$ cat src/rtl/receive_packet_ddr.sv
// Receives one Ethernet frame at a time from the TSE Avalon-ST byte interface and packs it into
// 256-bit RAM words: payload at start_ram_addr+1.., then the byte-count header at start_ram_addr.
module receive_packet_ddr #(
    parameter int MAX_BYTES = 256
) (
    input  logic         clk_original,
    input  logic         rst_n,
    input  logic         enable,
    input  logic [24:0]  start_ram_addr,
    input  logic [7:0]   ff_rx_data,
    input  logic         ff_rx_sop,
    input  logic         ff_rx_eop,
    input  logic         ff_rx_err,
    input  logic         ff_rx_dval,
    output logic         ff_rx_rdy,
    output logic [24:0]  ram_address,
    output logic [255:0] ram_data_write,
    output logic         ram_wren,
    input  logic         ram_ready,
    output logic         packet_done,
    output logic [10:0]  packet_size,
    output logic         drop_pulse,
    output logic [15:0]  pkt_count,
    output logic [15:0]  drop_count
);

    localparam logic [10:0] MAX_CNT = 11'(MAX_BYTES);

    typedef enum logic [2:0] {IDLE, RECV, WR_DATA, WR_HDR, DROP} state_t;

    state_t         state, state_nx;
    logic [24:0]    base_addr, base_nx;
    logic [5:0]     word_idx, widx_nx;
    logic [10:0]    byte_cnt, cnt_nx;
    logic [255:0]   word_buf, buf_nx;
    logic           eop_seen, eop_seen_nx;
    logic           rdy_nx, wren_nx, done_nx, drop_nx;
    logic [24:0]    addr_nx;
    logic [255:0]   data_nx;
    logic [10:0]    size_nx;
    logic [15:0]    pkt_nx, dcnt_nx;

    logic           accept, restart;
    logic [10:0]    cnt_cur, cnt_fill;
    logic [255:0]   buf_cur, buf_fill;
    logic [7:0]     lane_lo;

    always_ff @(posedge clk_original or negedge rst_n) begin
        if (!rst_n) begin
            state          <= IDLE;
            base_addr      <= '0;
            word_idx       <= '0;
            byte_cnt       <= '0;
            word_buf       <= '0;
            eop_seen       <= 1'b0;
            ff_rx_rdy      <= 1'b0;
            ram_wren       <= 1'b0;
            ram_address    <= '0;
            ram_data_write <= '0;
            packet_done    <= 1'b0;
            drop_pulse     <= 1'b0;
            packet_size    <= '0;
            pkt_count      <= '0;
            drop_count     <= '0;
        end else begin
            state          <= state_nx;
            base_addr      <= base_nx;
            word_idx       <= widx_nx;
            byte_cnt       <= cnt_nx;
            word_buf       <= buf_nx;
            eop_seen       <= eop_seen_nx;
            ff_rx_rdy      <= rdy_nx;
            ram_wren       <= wren_nx;
            ram_address    <= addr_nx;
            ram_data_write <= data_nx;
            packet_done    <= done_nx;
            drop_pulse     <= drop_nx;
            packet_size    <= size_nx;
            pkt_count      <= pkt_nx;
            drop_count     <= dcnt_nx;
        end
    end

    always_comb begin
        state_nx    = state;
        base_nx     = base_addr;
        widx_nx     = word_idx;
        cnt_nx      = byte_cnt;
        buf_nx      = word_buf;
        eop_seen_nx = eop_seen;
        addr_nx     = ram_address;
        data_nx     = ram_data_write;
        done_nx     = 1'b0;
        drop_nx     = 1'b0;
        size_nx     = packet_size;
        pkt_nx      = pkt_count;
        dcnt_nx     = drop_count;

        accept  = ff_rx_dval && ff_rx_rdy;
        restart = accept && ff_rx_sop && (state == IDLE || state == RECV);
        // A restarting byte lands at position 0 of an empty word regardless of what was buffered.
        cnt_cur = restart ? '0 : byte_cnt;
        buf_cur = restart ? '0 : word_buf;
        lane_lo = {cnt_cur[4:2], ~cnt_cur[1:0], 3'b000};
        buf_fill = buf_cur;
        buf_fill[lane_lo +: 8] = ff_rx_data;
        cnt_fill = cnt_cur + 11'd1;

        case (state)
            IDLE, RECV: begin
                if (restart && state == RECV) begin
                    drop_nx = 1'b1;
                    dcnt_nx = drop_count + 16'd1;
                end
                if (restart || (accept && state == RECV)) begin
                    if (!restart && byte_cnt == MAX_CNT) begin
                        drop_nx = ff_rx_eop;
                        dcnt_nx = ff_rx_eop ? drop_count + 16'd1 : drop_count;
                        state_nx = ff_rx_eop ? IDLE : DROP;
                    end else begin
                        cnt_nx = cnt_fill;
                        buf_nx = buf_fill;
                        if (restart) begin
                            base_nx = start_ram_addr;
                            widx_nx = '0;
                        end
                        if (ff_rx_eop && ff_rx_err) begin
                            drop_nx  = 1'b1;
                            dcnt_nx  = drop_count + 16'd1;
                            state_nx = IDLE;
                        end else if (ff_rx_eop || cnt_fill[4:0] == 5'd0) begin
                            state_nx    = WR_DATA;
                            eop_seen_nx = ff_rx_eop;
                            addr_nx     = base_nx + 25'd1 + 25'(widx_nx);
                            data_nx     = buf_fill;
                        end else begin
                            state_nx = RECV;
                        end
                    end
                end
            end
            WR_DATA: begin
                if (ram_ready) begin
                    buf_nx  = '0;
                    widx_nx = word_idx + 6'd1;
                    if (eop_seen) begin
                        state_nx = WR_HDR;
                        addr_nx  = base_addr;
                        data_nx  = {245'd0, byte_cnt};
                    end else begin
                        state_nx = RECV;
                    end
                end
            end
            WR_HDR: begin
                if (ram_ready) begin
                    done_nx  = 1'b1;
                    size_nx  = byte_cnt;
                    pkt_nx   = pkt_count + 16'd1;
                    state_nx = IDLE;
                end
            end
            DROP: begin
                if (accept && ff_rx_eop) begin
                    drop_nx  = 1'b1;
                    dcnt_nx  = drop_count + 16'd1;
                    state_nx = IDLE;
                end
            end
            default: state_nx = IDLE;
        endcase

        rdy_nx  = (state_nx == IDLE) ? enable : (state_nx == RECV || state_nx == DROP);
        wren_nx = (state_nx == WR_DATA || state_nx == WR_HDR);
    end

endmodule
$ cat config.mk
export PLATFORM = sky130hd
export DESIGN_NAME = receive_packet_ddr
export DESIGN_NICKNAME = d
export VERILOG_FILES = /design/src/rtl/receive_packet_ddr.sv
export SDC_FILE = /design/constraint.sdc
export NUM_CORES = 1
export LEC_CHECK = 0
export ABC_AREA = 0
export BUFFER_PORTS_ARGS = -buffer_cell sky130_fd_sc_hd__buf_4
export CORE_MARGIN = 2
export CORE_UTILIZATION = 45
export CTS_CLUSTER_DIAMETER = 150
export DETAILED_ROUTE_END_ITERATION = 8
export PLACE_DENSITY = 0.66
export SETUP_SLACK_MARGIN = 0.05
export SLEW_MARGIN = 0
export SYNTH_ARGS = -nofsm -noshare
export SYNTH_HDL_FRONTEND = slang
export SYNTH_SLANG_ARGS = --single-unit
$ cat constraint.sdc
create_clock -name clk_original -period 5.1 [get_ports clk_original]
set_input_delay 0.51 -clock clk_original [delete_from_list [all_inputs] [get_ports clk_original]]
set_output_delay 0.51 -clock clk_original [all_outputs]
set_load 0.02 [all_outputs]
# ---- Yosys cells after proc, flatten, opt, wreduce, memory -nomap -nowiden
# Cells that the tools add are included.
dict set report word_totals {
  inputBits 41
  ramBits 0
  reg_bits 630
  mem_count 0
  latch_bits 0
  output_inout_bits 328
  wordCells 129
  romBits 0
}
dict set report op_classes {
  magnitude_cmp 0
  bitwise 3
  reduce_logical 26
  mul 0
  n_mux 59
  n_eq_ne 17
  div_mod_pow 0
  addsub 7
  shift 2
}
# operator n
set op_table {}
lappend op_table {{$mux 256} 10}
lappend op_table {{$pmux 256 s2} 2}
lappend op_table {{$bwmux 256} 1}
lappend op_table {{$shift 8x10->256 const A} 1}
lappend op_table {{$shiftx 8x10->256} 1}
lappend op_table {{$mux 25} 10}
lappend op_table {{$mux 16} 6}
lappend op_table {{$pmux 25 s2} 1}
lappend op_table {{$mux 6} 7}
lappend op_table {{$add 16x1->16 const B} 2}
lappend op_table {{$pmux 16 s2} 1}
lappend op_table {{$add 25x1->25 const B} 1}
lappend op_table {{$add 25x6->25} 1}
lappend op_table {{$mux 3} 6}
lappend op_table {{$ne 2x2->1 const B} 7}
lappend op_table {{$eq 3x2->1 const B} 4}
lappend op_table {{$pmux 3 s4} 1}
lappend op_table {{$pmux 6 s2} 1}
lappend op_table {{$add 11x1->11 const B} 1}
lappend op_table {{$eq 11x9->1 const B} 1}
lappend op_table {{$mux 11} 1}
lappend op_table {{$neg 8->10} 1}
lappend op_table {{$logic_and 1x1->1} 8}
lappend op_table {{$mux 1} 8}
lappend op_table {{19 further kinds} 31}

# ---- Longest topological paths before layout
dict set report depth {
  word_depth 15
  depth_mapped 21
  ltp_nobuf 14
}

# ---- Worst setup path after synthesis
# No wires, ideal clock.
dict set report synth_path {
  path_kind {flip-flop to flip-flop}
  start {register state[2]}
  end {register ram_address[22]}
  setup_ps 64
  period_less_slack_ps 4085
  path_slack_ps 1015
  required_time_ps 5036
  n_path_buf 8
  path_stages_with_launch 21
  t_arrival_ps 4021
  cell_sequence {dfrtp_1 buf_4 nor4bb_1 buf_4 buf_6 nand2_1 clkbuf_1 clkbuf_1 buf_2 clkbuf_1 nand2_1 ha_1 inv_1 fa_1 a211oi_1 o21ai_0 and2_1 clkbuf_1 and4_1 o31ai_1 mux2_4}
}
dict set report synth_via {
  elab_chain_len 14
  elab_cells_between_ends 37
  classes_between {add/sub: 3; eq/ne: 8; mux: 14; reduce/logical: 12}
}
# item line_no
set synth_lines {}
lappend synth_lines {{start, declared} 31} ;# state_t state, state_nx;
lappend synth_lines {{start signal, assigned} 66} ;# state <= state_nx;
lappend synth_lines {{$eq 3x1->1 or $logic_not 3->1 (tied branches)} {100, 109, 115}}
lappend synth_lines {{$logic_or 1x1->1} 100} ;# restart = accept && ff_rx_sop && (state == IDLE || state == RECV);
lappend synth_lines {{$logic_and 1x1->1} 100}
lappend synth_lines {{$mux 25} 123} ;# if (restart) begin
lappend synth_lines {{$mux 25} 116} ;# if (!restart && byte_cnt == MAX_CNT) begin
lappend synth_lines {{$mux 25} 115} ;# if (restart || (accept && state == RECV)) begin
lappend synth_lines {{$mux 25} 109} ;# case (state)
lappend synth_lines {{$add 25x1->25} 134} ;# addr_nx = base_nx + 25'd1 + 25'(widx_nx);
lappend synth_lines {{$add 25x6->25} 134}
lappend synth_lines {{$mux 25} 131} ;# end else if (ff_rx_eop || cnt_fill[4:0] == 5'd0) begin
lappend synth_lines {{$mux 25} 127} ;# if (ff_rx_eop && ff_rx_err) begin
lappend synth_lines {{$mux 25} 116}
lappend synth_lines {{$mux 25} 115}
lappend synth_lines {{$pmux 25 s2} 109}
lappend synth_lines {{end signal, assigned} 74} ;# ram_address <= addr_nx;
lappend synth_lines {{end, declared} 16} ;# output logic [24:0] ram_address,
# Parallel ways exist; a longest one is shown, timed or not. The select of a mux whose other input is x is not followed.
# A chain may end at the register's enable or synchronous reset.

# ---- Worst setup path in the final report
dict set report layout_path {
  start {register state[2]}
  end {register ram_data_write[104]}
}
dict set report layout_via {
  elab_chain_len 13
  elab_cells_between_ends 33
  classes_between {add/sub: 2; eq/ne: 8; shift: 2; mux: 8; bitwise: 1; reduce/logical: 12}
}
# item line_no
set layout_lines {}
lappend layout_lines {{$eq 3x1->1 or $logic_not 3->1 (tied branches)} {100, 109, 115}}
lappend layout_lines {{$logic_or 1x1->1} 100}
lappend layout_lines {{$logic_and 1x1->1} 100}
lappend layout_lines {{$mux 11} 102} ;# cnt_cur = restart ? '0 : byte_cnt;
lappend layout_lines {{$not 2->2} 104} ;# lane_lo = {cnt_cur[4:2], ~cnt_cur[1:0], 3'b000};
lappend layout_lines {{$neg 8->10} 106} ;# buf_fill[lane_lo +: 8] = ff_rx_data;
lappend layout_lines {{$shiftx 8x10->256 or $shift 8x10->256 (tied branches)} 106}
lappend layout_lines {{$bwmux 256} 106}
lappend layout_lines {{$mux 256} 131}
lappend layout_lines {{$mux 256} 127}
lappend layout_lines {{$mux 256} 116}
lappend layout_lines {{$mux 256} 115}
lappend layout_lines {{$pmux 256 s2} 109}
lappend layout_lines {{end signal, assigned} 75} ;# ram_data_write <= data_nx;
lappend layout_lines {{end, declared} 17} ;# output logic [255:0] ram_data_write,
# Parallel ways exist; a longest one is shown, timed or not. The select of a mux whose other input is x is not followed.

==> metrics.txt <==
cell row count=94; peak fanout along the critical path=22; CTS Buf Count=70; Reg power frac=34.5%; Setup CP Type=flip-flop to flip-flop; Critical path origin=state[2]$_DFF_PN0_; worst slew pin tran=1.127 ns; hold_ws=0.1214 ns; Clock Latency Late Sink=0.64 ns; Fmax=0.2162 GHz; Vias/cell=6.090; Max-Cap Viols=0; Mapped Avg Cell Area=11.09 um2; GPL Wtd Cong=0.8962; setup TNS=0 ns; internal power=11.52 mW; switching share of power=39.80%; leading area contributor after synthesis=dfrtp_1; most frequent cells in the layout=dfrtp_1 (630), buf_4 (457), nand2_1 (301); dpl cells=3,836; register area=15,770 um2; DRC viols=0; max_slew headroom=24.27%; Final nets=3,099; I/O pins=369; first-pass GRT wire length=148,900 um; clk buf depth=3; Syn Inst Count=2,721; htree depth=3; area share of the largest cell type after synthesis=52.27%; Tcrit/Tclk final=90.69%; Slew Limit Fails=0; commonest non-fill, non-tap cell in the layout=dfrtp_1; post-DP HPWL=65,820 um; Area Overhead vs Synth=20.44%; number of synthesized flops with an enable pin=0; Seq/Total Area, Yosys=52.27%; total clock sinks=630; Lkg Pwr=17.18 nW; Root Driver=clkbuf_16; die area=69,110 um2; via count=24,150; total grt overflow=0; die width=262.9 um; Max IR drop VDD=0.0002833 V; post-synth cell types=84; R2R depth=11; largest net degree at the start of global routing=132; Sw Pwr=7.615 mW; initial antenna violation count=0; register bit total from synthesis=630; initial drt markers=2,338; postcts setup bufs=0; Starting Density=45.63%; pwr/cell area=526.7 nW/um2; post-synth net total=2,775; Post-Syn Area=30,160 um2; Comb power frac=38.5%; Setup Skew=0.03139 ns; number of global-route vias before repair=24,100; TritonRoute pass-1 iters=6; layout cells sized above 1=26.57%; Period minus WS final=4.625 ns; PostCTS Resize Cnt=0; Multi-input gate area=13,310 um2; final antenna-violating net count=0; clock share of power=27.1%; TritonCTS clock tree=yes; Synthesis Warnings=0; core area=66,100 um2; Worst setup SP type=flip-flop; Die H=262.9 um; worst hold path class=input pin to flip-flop; port bufs=368; hold path depth=3; Worst-path clk slew=0.06 ns; Worst Path Required=5.66 ns; CP Data Arrival Time=5.18 ns; hold_sp=start_ram_addr[2]; setup violators final=0; Ant. Diodes=0; setup repair after global routing missed its margin=false; Global Route Usage Sum=27.57%; Routed WL per cell=24.42 um; status=finished clean; filler instances=5,646; top cells by area, synth=dfrtp_1 (52%), a22o_1 (7.8%), mux2_4 (4.3%), nand2_1 (3.8%), mux2_2 (3.5%); FFs w/ async S/R, synth=100.0%; post-route insts no fill=3,965; ys flop type=dfrtp_1; Fin. Hold Viols=0; reg-to-reg startpoint=state[2]$_DFF_PN0_; drt total wl=96,840 um; critical path endpoint category=flip-flop
-- logic make-up after synthesis --
kind of cell,after synthesis,synth area share [%]
simple gates,739,12.01
buf+inv,258,3.887
mux,261,10.58
flops,630,52.27
fa+ha+maj,13,0.5641
xor+xnor,47,1.415
compound gates,773,19.28
-- cell usage after synthesis (all sizes together), types with 80 or more instances --
cell / instances
clkbuf: 109
mux2i: 80
a22o: 268
buf: 108
a21oi: 90
dfrtp: 630
nand2: 303
mux2: 181
nand3: 121
nor2: 87
o2bb2ai: 94
o21ai: 127
-- critical path, cell delays in order, from the launching register on --
cell and delay (ns):
dfrtp_1 0.52, nor4bb_4 0.58, a21oi_2 0.12, buf_4 0.21
ha_1 0.26, buf_4 0.23, or4b_1 0.39, nand3_1 0.44
nor3_1 1.01, nand2_1 0.35, o21ai_0 0.28, mux2_4 0.18
-- path summary, 6_finish.rpt --
kind / end / slack (ns)
hold / removal: base_addr[2]$_DFFE_PN0P_ / 0.12
setup reg to reg: ram_data_write[104]$_DFFE_PN0P_ / 0.48
hold reg to reg: packet_size[8]$_DFFE_PN0P_ / 0.47
setup / recovery: ram_data_write[104]$_DFFE_PN0P_ / 0.48
min in group asynchronous: ram_address[3]$_DFFE_PN0P_ / 0.48
max in group asynchronous: ram_data_write[167]$_DFFE_PN0P_ / 3.34
-- repair_timing --
action / in CTS / in global routing
hold endpoints to repair: 75 / 0
hold buffers: 1 / 0
endpoints found under the setup margin: 0 / 0
-- per-stage QoR --
stage	total power [mW]	cell area, um2	utilization, %	setup WS [ns]
global placement	13.78	33960	51.37	0.8193
global route	19.99	36330	54.96	0.3355
finish	19.13	36330	54.96	0.4750
detailed placement	13.92	33960	51.37	0.6055
CTS	19.14	36330	54.96	0.5760
floorplan	10.98	30160	-	1.015
-- power groups by stage --
stage / Clock, mW / Sequential (mW) / Combinational, mW
detailed placement: 0 / 6.64 / 7.27
global route: 5.48 / 6.69 / 7.82
finish: 5.18 / 6.59 / 7.36
floorplan: 0 / 7.00 / 3.97
global placement: 0 / 6.62 / 7.16
CTS: 5.27 / 6.57 / 7.30
-- flip-flops by register name, summed over array words and instances (netlist names) --
| name | cells |
|---|---|
| base_addr | 25 |
| byte_cnt | 11 |
| drop_count | 16 |
| drop_pulse | 1 |
| eop_seen | 1 |
| ff_rx_rdy | 1 |
| packet_done | 1 |
| packet_size | 11 |
| pkt_count | 16 |
| ram_address | 25 |
| ram_data_write | 256 |
| ram_wren | 1 |
| state | 3 |
| word_buf | 256 |
| word_idx | 6 |
-- cell type report --
cell class	count	share of cell area, %
sequential	630	43.40
multi-input combinational	1833	36.64
timing repair buffer	469	10.06
clock buffer	102	5.648
tap	864	2.976
clock inverter	26	0.8541
inverter	41	0.4236
-- per-layer routing --
metal  global-route usage (%)  share of wire, %  vias to the layer above
met5                        0                 0                        -
met4                    8.819               2.9                        0
met3                    5.210               7.6                      163
met2                    43.91                47                      981
met1                    38.17                43                    12290
li1                         -                 -                    10720
Note: power is estimated with default switching activity, not from simulation.
